**src/rtl/memory_stage.sv**
```systemverilog
// memory_stage -- load/store stage of the integer pipeline.
//
// Accepts one instruction at a time from execute. ALU results go straight to
// the register-file write port one cycle later, so non-memory ops run at full
// throughput. Loads and stores issue one request on a simple req/gnt +
// rvalid memory port. Loads sign- or zero-extend the selected lane. Stores
// replicate the data across byte lanes and select lanes with a byte strobe.
// A wait counter aborts a stalled transaction with a one-cycle bus_error.
//
// Ports
//   clock, reset          : rising-edge clock, asynchronous active-high reset
//   in_valid / in_ready   : handshake from execute (ready only when idle)
//   is_load, is_store     : memory op kind; neither means plain ALU result
//   funct3                : access size [1:0] and unsigned-load flag [2]
//   rd, writes_rd         : destination register and its write request
//   alu_result            : byte address for memory ops, result otherwise
//   store_data            : store payload (low bits used for SB/SH)
//   mem_req/we/addr/wdata/wstrb : request side of the memory port
//   mem_gnt, mem_rvalid, mem_rdata : memory responses
//   write_control         : register-file write port (enable is a pulse)
//   bus_error, misaligned : one-cycle fault pulses
//
// Build option
//   MEMORY_STAGE_MISALIGN_TRAP_EN : misaligned halfword/word accesses raise
//   misaligned and are dropped. When it is undefined, the offending low
//   address bits are cleared and the access proceeds.

package memory_stage_pkg;
    localparam int XLEN = 32;

    typedef logic [4:0] rv_reg_t;

    typedef struct packed {
        logic            enable;
        rv_reg_t         which_register;
        logic [XLEN-1:0] value;
    } reg_write_control_t;
endpackage

module memory_stage
    import memory_stage_pkg::*;
#(
    parameter int TIMEOUT_CYCLES = 255
) (
    input  logic               clock,
    input  logic               reset,
    input  logic               in_valid,
    output logic               in_ready,
    input  logic               is_load,
    input  logic               is_store,
    input  logic [2:0]         funct3,
    input  rv_reg_t            rd,
    input  logic               writes_rd,
    input  logic [XLEN-1:0]    alu_result,
    input  logic [XLEN-1:0]    store_data,
    output logic               mem_req,
    output logic               mem_we,
    output logic [XLEN-1:0]    mem_addr,
    output logic [XLEN-1:0]    mem_wdata,
    output logic [3:0]         mem_wstrb,
    input  logic               mem_gnt,
    input  logic               mem_rvalid,
    input  logic [XLEN-1:0]    mem_rdata,
    output reg_write_control_t write_control,
    output logic               bus_error,
    output logic               misaligned
);

    typedef enum logic [1:0] {IDLE, REQ, WAIT_DATA} state_t;

    // Abort fires once the counter has covered TIMEOUT_CYCLES waiting cycles.
    localparam logic [7:0] TIMEOUT_LAST = 8'(TIMEOUT_CYCLES - 1);

    // Lane offset after clearing bits that a halfword/word access ignores.
    function automatic logic [1:0] align_offset(input logic [2:0] f3,
                                                input logic [1:0] lo);
        case (f3[1:0])
            2'b00:   return lo;
            2'b01:   return {lo[1], 1'b0};
            default: return 2'b00;
        endcase
    endfunction

`ifdef MEMORY_STAGE_MISALIGN_TRAP_EN
    function automatic logic is_misaligned(input logic [2:0] f3,
                                           input logic [1:0] lo);
        case (f3[1:0])
            2'b00:   return 1'b0;
            2'b01:   return lo[0];
            default: return |lo;
        endcase
    endfunction
`endif

    function automatic logic [XLEN-1:0] load_extract(input logic [2:0]      f3,
                                                     input logic [1:0]      off,
                                                     input logic [XLEN-1:0] word);
        logic [XLEN-1:0]    shifted;
        logic signed [7:0]  byte_s;
        logic signed [15:0] half_s;
        shifted = word >> {off, 3'b000};
        byte_s  = shifted[7:0];
        half_s  = shifted[15:0];
        case (f3)
            3'b000:  return XLEN'(byte_s);          // LB: sign-extend
            3'b001:  return XLEN'(half_s);          // LH: sign-extend
            3'b100:  return XLEN'(shifted[7:0]);    // LBU
            3'b101:  return XLEN'(shifted[15:0]);   // LHU
            default: return word;                   // LW
        endcase
    endfunction

    function automatic logic [XLEN-1:0] store_lanes(input logic [2:0]      f3,
                                                    input logic [XLEN-1:0] data);
        case (f3[1:0])
            2'b00:   return {4{data[7:0]}};
            2'b01:   return {2{data[15:0]}};
            default: return data;
        endcase
    endfunction

    function automatic logic [3:0] store_strobe(input logic [2:0] f3,
                                                input logic [1:0] off);
        case (f3[1:0])
            2'b00:   return 4'b0001 << off;
            2'b01:   return 4'b0011 << off;
            default: return 4'b1111;
        endcase
    endfunction

    state_t          state;
    logic [7:0]      wait_cnt;
    logic            is_load_p1;
    logic            wr_en_p1;
    rv_reg_t         rd_p1;
    logic [2:0]      funct3_p1;
    logic [1:0]      off_p1;
    logic            vld_p1;
    rv_reg_t         wc_reg;
    logic [XLEN-1:0] wc_value;
    logic            bus_error_q;

    logic            accept;
    logic            mem_op;
    logic [1:0]      off_p0;
    logic            trap_p0;
    logic            timeout_hit;

    assign in_ready    = (state == IDLE);
    assign accept      = in_ready && in_valid;
    assign mem_op      = is_load || is_store;
    assign off_p0      = align_offset(funct3, alu_result[1:0]);
    assign timeout_hit = (wait_cnt >= TIMEOUT_LAST);

`ifdef MEMORY_STAGE_MISALIGN_TRAP_EN
    logic misaligned_q;
    assign trap_p0    = mem_op && is_misaligned(funct3, alu_result[1:0]);
    assign misaligned = misaligned_q;
`else
    assign trap_p0    = 1'b0;
    assign misaligned = 1'b0;
`endif

    // ---- p0 -> p1: accept from execute, control path ----
    always_ff @(posedge clock or posedge reset) begin
        if (reset) begin
            state        <= IDLE;
            wait_cnt     <= 8'd0;
            mem_req      <= 1'b0;
            mem_we       <= 1'b0;
            mem_wstrb    <= 4'b0000;
            vld_p1       <= 1'b0;
            bus_error_q  <= 1'b0;
            is_load_p1   <= 1'b0;
            wr_en_p1     <= 1'b0;
`ifdef MEMORY_STAGE_MISALIGN_TRAP_EN
            misaligned_q <= 1'b0;
`endif
        end else begin
            vld_p1       <= 1'b0;
            bus_error_q  <= 1'b0;
`ifdef MEMORY_STAGE_MISALIGN_TRAP_EN
            misaligned_q <= 1'b0;
`endif
            case (state)
                IDLE: begin
                    if (accept) begin
                        if (!mem_op) begin
                            vld_p1 <= writes_rd && (rd != '0);
                        end else if (trap_p0) begin
`ifdef MEMORY_STAGE_MISALIGN_TRAP_EN
                            misaligned_q <= 1'b1;
`endif
                        end else begin
                            state      <= REQ;
                            wait_cnt   <= 8'd0;
                            mem_req    <= 1'b1;
                            mem_we     <= is_store && !is_load;
                            mem_wstrb  <= (is_store && !is_load) ?
                                          store_strobe(funct3, off_p0) : 4'b0000;
                            is_load_p1 <= is_load;
                            wr_en_p1   <= writes_rd && (rd != '0);
                        end
                    end
                end
                REQ: begin
                    if (wait_cnt != 8'hFF) wait_cnt <= wait_cnt + 8'd1;
                    // A grant on the timeout cycle still completes the request.
                    if (mem_gnt) begin
                        mem_req <= 1'b0;
                        state   <= is_load_p1 ? WAIT_DATA : IDLE;
                    end else if (timeout_hit) begin
                        mem_req     <= 1'b0;
                        bus_error_q <= 1'b1;
                        state       <= IDLE;
                    end
                end
                WAIT_DATA: begin
                    if (wait_cnt != 8'hFF) wait_cnt <= wait_cnt + 8'd1;
                    if (mem_rvalid) begin
                        vld_p1 <= wr_en_p1;
                        state  <= IDLE;
                    end else if (timeout_hit) begin
                        bus_error_q <= 1'b1;
                        state       <= IDLE;
                    end
                end
                default: state <= IDLE;
            endcase
        end
    end

    // ---- p0 -> p1: data path (no reset; qualified by state) ----
    always_ff @(posedge clock) begin
        if (accept) begin
            if (mem_op) begin
                mem_addr  <= {alu_result[XLEN-1:2], 2'b00};
                mem_wdata <= store_lanes(funct3, store_data);
                funct3_p1 <= funct3;
                off_p1    <= off_p0;
                rd_p1     <= rd;
            end else begin
                wc_reg   <= rd;
                wc_value <= alu_result;
            end
        end else if (state == WAIT_DATA && mem_rvalid) begin
            wc_reg   <= rd_p1;
            wc_value <= load_extract(funct3_p1, off_p1, mem_rdata);
        end
    end

    assign bus_error     = bus_error_q;
    assign write_control = '{enable: vld_p1, which_register: wc_reg, value: wc_value};

endmodule

```
**config.mk**
```make
export PLATFORM = sky130hd
export DESIGN_NAME = memory_stage
export DESIGN_NICKNAME = d
export VERILOG_FILES = /design/src/rtl/memory_stage.sv
export SDC_FILE = /design/constraint.sdc
export NUM_CORES = 1
export LEC_CHECK = 0
export CORE_ASPECT_RATIO = 0.7
export CORE_MARGIN = 4
export CORE_UTILIZATION = 40
export CTS_CLUSTER_DIAMETER = 200
export DETAILED_ROUTE_END_ITERATION = 8
export PLACE_DENSITY = 0.72
export SETUP_SLACK_MARGIN = 0.15
export SLEW_MARGIN = 0
export SYNTH_ARGS = -nofsm -noshare
export SYNTH_HDL_FRONTEND = slang
export SYNTH_SLANG_ARGS = --single-unit
```
**constraint.sdc**
```tcl
create_clock -name clock -period 6.2 [get_ports clock]
set_clock_uncertainty 0.1 [all_clocks]
set_input_delay 1.24 -clock clock [delete_from_list [all_inputs] [get_ports clock]]
set_output_delay 1.24 -clock clock [all_outputs]
set_load 0.01 [all_outputs]
```
==> reports/metrics.csv, run 1 <==
metric,value,unit
start_util,40.97,%
p_seq_share,39.6,%
clk_pin_slew,0.06,ns
diodes,0,
grt_antenna_before_repair,0,
vias_per_cell,5.252,
holdBufCountCts,0,
grt-ovfl-total,0,
synth_top_family_by_area,compound AO/OA/AOI/OAI gates,
p_switching,964.5,uW
startpoint_type,input port,
track_usage,20.71,%
yosysUniqueCellTypes,42,
ctsResizeCount,0,
drtIter0Drc,263,
die_w,150.7,microns
rrSetupSlack,2.73,ns
routedWlPerCell,19.54,microns
hp-class,reg2reg,
timing.rr.end,wait_cnt[5],
critPathArrivalTime,4.21,ns
die-area,16260,sq um
grt_use_met2,32.17,%
synthToLayoutAreaGrowth,51.13,%
coreArea,13920,sq um
h-tree-depth,4,
switching_share,29.99,%
grt_pass1_vias,4561,
final.setup.tns,0,ns
synth_mux_area_share,6.715,%
drcViolationCount,0,
synth_seq_cells,129,
drive_gt1_share,7.864,%
port_buffers,219,
drv_cap,0,
firstDrtPassIters,4,
synth_xor_area_share,0,%
whs,0.4052,ns
synthArstFlopShare,15.50,%
finalPower,3216,uW
grtUsageMet3,9.175,%
dieHeight,107.9,microns
worstPathRequired,6.44,ns
hold_viol,0,
reg_top3,"mem_wdata (32), wc_value (32), mem_addr (30)",
layout.nets,779,
slew_headroom,18.09,%
num_io_pins,223,
period_needed,3.973,ns
reg2reg_from,state[0],
finalWorstSetupSlack,2.227,ns
finalSetupViolations,0,
synth_warnings,0,
rsz0062_at_grt,no,
timing.final.crit_share,64.09,%
yosys.area.top_type,edfxtp_1,
multi_input_comb_area,1764,sq um
hp-start,mem_wstrb[3],
cts_setup_buffers,0,
cts_buffers,17,
worst-path-max-fanout,45,
synthTopCellsByArea,"edfxtp_1 (57%), dfrtp_1 (8.8%), nand2_1 (3.6%)",
clk_latency,0.41,ns
preCtsSetupSlack,1.823,ns
cts_tree,built,
status,"complete, no violations",
power_density,373.3,nW/um^2
avgSynthCellArea,12.73,sq um
synth_edf_count,109,
gp_congestion,0.8145,
holdPathEnd,mem_wstrb[3],
synthAdderAreaFrac,1.317,%
p_leak,0.003105,uW
vias,4538,
drv_slew,0,
seq_area,3774,sq um
synthCells,448,
fillers,1069,
busiest_layer,met2,
hold-path-cell-count,2,
grt_start_max_net_pins,48,
fmax,0.2517,GHz
met1_usage,26.01,%
combPwrFrac,29.8,%
synth-compound-area-share,13.39,%
p_int,2252,uW
final_util,61.91,%
cts_sinks,129,
grt_pass1_wl,25250,microns
cts_root_buffer,clkbuf_16,
ys.flop_type,edfxtp_1,
reg2reg_depth,8,
num_rows,36,
max-vdd-ir-drop,0.0002029,V
synth_top_area_share,57.41,%
hpwl,12220,microns
syn_area,5702,sq um
drtAntennaViolNets,0,
clkPwrFrac,30.6,%
synthSimpleGateAreaFrac,9.107,%
worstMarginPinSlew,1.224,ns
drt_wl_total,16880,microns
path_class,in2reg,
seq_area_frac_synth,66.18,%
endpoint_kind,flop,
cts_max_path_buffers,2,
## cells in the final DEF (no fill, tap or decap), types with 3 or more instances in the layout
| cell | instances |
|---|---|
| a21oi_1 | 34 |
| a2bb2oi_1 | 7 |
| buf_4 | 5 |
| bufinv_16 | 3 |
| clkbuf_16 | 17 |
| clkdlybuf4s50_1 | 219 |
| clkinv_1 | 5 |
| clkinv_2 | 3 |
| conb_1 | 3 |
| dfrtp_1 | 20 |
| edfxtp_1 | 109 |
| ha_1 | 6 |
| inv_1 | 8 |
| mux2_2 | 16 |
| mux2i_1 | 18 |
| nand2_1 | 54 |
| nand3_1 | 3 |
| nand3b_1 | 9 |
| nor2_1 | 24 |
| o21ai_0 | 38 |
| o22ai_1 | 24 |
| o2bb2ai_1 | 7 |
| o31ai_1 | 3 |
| or3_1 | 6 |
| or4_1 | 4 |
## logic make-up (layout without fill, tap and decap cells)
logic type / Yosys count / in the layout
AOI/OAI and AO/OA: 124 / 124
adders and majority gates: 6 / 6
buffers and inverters: 41 / 265
DFF: 129 / 129
muxes: 35 / 35
other: 1 / 3
and+or+nand+nor: 112 / 112
## cell type report
class / instances / area share [%]
inverter: 9 / 0.4066
timing repair buffer: 224 / 25.87
clock buffer: 19 / 5.024
sequential: 129 / 43.79
clock inverter: 13 / 1.670
tap: 190 / 2.759
multi-input combinational: 280 / 20.47
## power by group through the flow
stage / clock [uW] / combinational, uW / sequential, uW
after CTS: 997 / 968 / 1270
after global routing: 1040 / 1050 / 1290
after floorplan: 0 / 440 / 1330
after global placement: 0 / 942 / 1290
after detailed placement: 0 / 959 / 1290
final: 984 / 960 / 1270
## cells in the mapped netlist (all sizes together), types with 2 or more instances
| cell type | instances |
|---|---|
| clkbuf | 21 |
| or3 | 6 |
| and2 | 2 |
| nor2 | 24 |
| o41ai | 2 |
| o21ai | 40 |
| nor2b | 2 |
| o31ai | 3 |
| mux2i | 18 |
| or4 | 4 |
| nand2b | 2 |
| nand3 | 3 |
| mux2 | 16 |
| a2bb2oi | 7 |
| inv | 8 |
| nor3 | 2 |
| a21oi | 34 |
| dfrtp | 20 |
| buf | 11 |
| ha | 6 |
| nand4 | 2 |
| edfxtp | 109 |
| nand3b | 9 |
| nand2 | 54 |
| o22ai | 24 |
| o2bb2ai | 7 |
## worst max-delay path, stage by stage
cell and delay, ns:
clkdlybuf4s50_1 0.51, and2_2 0.74, o21ai_4 0.23, clkinv_2 0.43
o32ai_1 0.36, or4_1 0.54, a21oi_1 0.15
## how the worst max path moves through the flow
stage	from	to
finish	in_valid	wait_cnt[5]
global route	in_valid	wait_cnt[5]
CTS	in_valid	wait_cnt[5]
detailed placement	in_valid	wait_cnt[5]
global placement	in_valid	wait_cnt[7]
floorplan	in_valid	wc_reg[0]
## stage by stage
stage | instance area (sq um) | std cells
after floorplan | 5709 | 450
after global placement | 8040 | 832
after detailed placement | 8040 | 832
after CTS | 8617 | 864
after global routing | 8617 | 864
final | 8617 | 864
## layer usage
| metal | wire (microns) | vias up |
|---|---|---|
| li1 | - | 2111 |
| met1 | 6959 | 2165 |
| met2 | 7696 | 244 |
| met3 | 1988 | 18 |
| met4 | 236 | 0 |
| met5 | 0 | - |
(Power assumes the default switching activity.)
==> inputs of run 2 (changes only) <==
==> constraint.sdc (replaced) <==
create_clock -name clock -period 3.67 [get_ports clock]
set_clock_uncertainty 0.1 [all_clocks]
set_input_delay 0.734 -clock clock [delete_from_list [all_inputs] [get_ports clock]]
set_output_delay 0.734 -clock clock [all_outputs]
set_load 0.01 [all_outputs]
==> run 2 against run 1 <==
  * Setup slack lost 1.5 ns
  * Register-to-register slack lost 1.9 ns
  * Critical path depth shrank 1
  * Count of clock-buffer cells in the layout shrank 2
  * Design area grew 0.48%
  * Global-route usage shrank 0.18 points
  * Via count grew 1.1%
  * Non-clock buffer count grew 3
  * Utilization grew 0.30 points
  * Clock power grew 70%
  * Final cell count grew 0.35%
  * Critical path type unchanged
==> reports/metrics.csv, run 2 (synthesis gave the netlist of run 1 again) <==
metric,value,unit,change
status,"complete, no violations",,
die_w,150.7,microns,unchanged
timing.rr.end,wait_cnt[3],,
diodes,0,,unchanged
clkPwrFrac,30.5,%,about the same
worstMarginPinSlew,1.006,ns,-0.2180 ns
worst-path-max-fanout,24,,-47%
grt_start_max_net_pins,52,,+8.3%
startpoint_type,input port,,
die-area,16260,sq um,unchanged
final_util,62.21,%,+0.30 points
final_cell_mix,"clkdlybuf4s50_1 (219), edfxtp_1 (109), nand2_1 (54), o21ai_0 (38), a21oi_1 (34)",,
rrSetupSlack,0.88,ns,-1.85 ns
grt_pass1_wl,25160,microns,-0.33%
grt_pass1_vias,4643,,+1.8%
grt-ovfl-total,0,,unchanged
firstDrtPassIters,5,,+1
track_usage,20.52,%,-0.18 points
clk_pin_slew,0.06,ns,about the same
slowest_delay,0.65,ns,-0.09 ns
ctsResizeCount,0,,unchanged
reg_top3,"mem_wdata (32), wc_value (32), mem_addr (30)",,
p_int,3771,uW,+67%
cts_setup_buffers,0,,unchanged
worstPathRequired,3.90,ns,-2.54 ns
p_seq_share,39.5,%,about the same
hold_viol,0,,unchanged
vias,4589,,+1.1%
p_leak,0.003124,uW,+0.61%
slew_headroom,32.72,%,+15 points
path_cells,clkdlybuf4s50_1 > o21ai_4 > clkinv_2 > o32ai_1 > o21ai_0 > a21oi_1,,
layout.nets,782,,+0.39%
synthToLayoutAreaGrowth,51.85,%,
num_io_pins,223,,unchanged
dieHeight,107.9,microns,unchanged
num_rows,36,,unchanged
cts_sinks,129,,unchanged
path_class,in2reg,,
start_util,40.97,%,unchanged
grt_antenna_before_repair,0,,unchanged
coreArea,13920,sq um,unchanged
routedWlPerCell,19.57,microns,+0.18%
critPathTopFamily,compound AO/OA/AOI/OAI gates,,
fillers,1074,,+0.47%
p_switching,1685,uW,+75%
drcViolationCount,0,,unchanged
final.setup.tns,0,ns,unchanged
cts_buffers,17,,unchanged
fmax,0.3377,GHz,
critPathArrivalTime,3.19,ns,-1.02 ns
hp-class,reg2reg,,
drive_gt1_share,9.158,%,+1.3 points
reg2reg_from,state[0],,
drtAntennaViolNets,0,,unchanged
fin_area,8658,sq um,+0.48%
hpwl,12450,microns,+1.9%
hp-start,mem_wstrb[3],,
post_dp_cell_area,8075,sq um,+0.44%
hold-path-cell-count,2,,unchanged
cpMaxStageDelayCell,o32ai_1,,
timing.final.crit_share,80.69,%,
mostFrequentLayoutCell,clkdlybuf4s50_1,,
holdBufCountCts,0,,unchanged
rsz0062_at_grt,no,,
clk_latency,0.41,ns,about the same
cts_max_path_buffers,2,,unchanged
max-vdd-ir-drop,0.0003652,V,+80%
cts_root_buffer,clkbuf_16,,
drv_cap,0,,unchanged
switching_share,30.89,%,+0.90 points
finalSetupViolations,0,,unchanged
cts_tree,built,,
combPwrFrac,30.0,%,+0.2 points
drtIter0Drc,304,,+16%
power_density,630.2,nW/um^2,+69%
drt_wl_total,16970,microns,+0.53%
port_buffers,219,,unchanged
period_needed,2.961,ns,
h-tree-depth,4,,unchanged
reg2reg_depth,8,,unchanged
path_buf_inv,2,,unchanged
vias_per_cell,5.293,,+0.77%
endpoint_kind,flop,,
finalPower,5456,uW,+70%
gp_congestion,0.8265,,+1.5%
holdPathEnd,mem_wstrb[3],,
drv_slew,0,,unchanged
==> run 2: cell types whose count changed in the layout (fill, tap and decap cells not counted) <==
cell | before | now
inv_6 | 0 | 5
clkinv_1 | 5 | 1
buf_4 | 5 | 7
clkbuf_1 | 2 | 0
clkinvlp_4 | 1 | 3
buf_12 | 0 | 1
bufinv_16 | 3 | 2
==> run 2: layer usage <==
layer	up-vias	wire length, microns	part of all wire [%]	GRT usage (%)
met5	-	0	0	0
met4	0	457	2.7	6.921
met3	33	2030	12	8.628
met1	2176	6757	40	25.30
li1	2119	-	-	-
met2	261	7726	46	32.68
==> run 2: worst max-delay path by stage <==
| stage | cells past startpoint | from | end | slack, ns |
|---|---|---|---|---|
| floorplan | 4 | in_valid | wc_reg[0] | 0.23 |
| global placement | 6 | is_load | wait_cnt[3] | 0.44 |
| detailed placement | 6 | is_load | wait_cnt[3] | 0.26 |
| CTS | 6 | is_load | wait_cnt[3] | 0.71 |
| global route | 6 | is_load | wait_cnt[3] | 0.40 |
| finish | 6 | is_load | wait_cnt[3] | 0.71 |
==> run 2: area by class of cell <==
cell class	instances	area [sq um]	area share [%]
clock inverter	15	157.7	1.821
timing repair buffer	227	2265	26.16
sequential	129	3774	43.58
inverter	9	35.03	0.4046
tap	190	237.7	2.746
multi-input combinational	280	1764	20.38
clock buffer	17	425.4	4.913
==> run 2: through the flow <==
step / std cells / setup slack, ns / hold slack, ns
after floorplan: 450 / 0.2309 / 0.3505
after global placement: 835 / 0.4418 / 0.3643
after detailed placement: 835 / 0.2594 / 0.3823
after CTS: 867 / 0.7127 / 0.3956
after global routing: 867 / 0.4011 / 0.4273
final: 867 / 0.7087 / 0.3905
==> run 2: worst register-to-register path, stage by stage (launching register included) <==
cell	delay, ns
dfrtp_1	0.37
inv_1	0.09
ha_1	0.28
and2_2	0.23
o21ai_4	0.13
clkinv_2	0.45
o32ai_1	0.65
o21ai_0	0.25
a21oi_1	0.17
==> run 2: power groups by stage <==
stage          logic [uW]  registers, uW  clock network [uW]
2_1_floorplan         744           2250                   0
3_3_place_gp         1610           2170                   0
3_5_place_dp         1640           2180                   0
4_1_cts              1650           2160                1700
5_1_grt              1780           2190                1760
6_report             1640           2160                1670
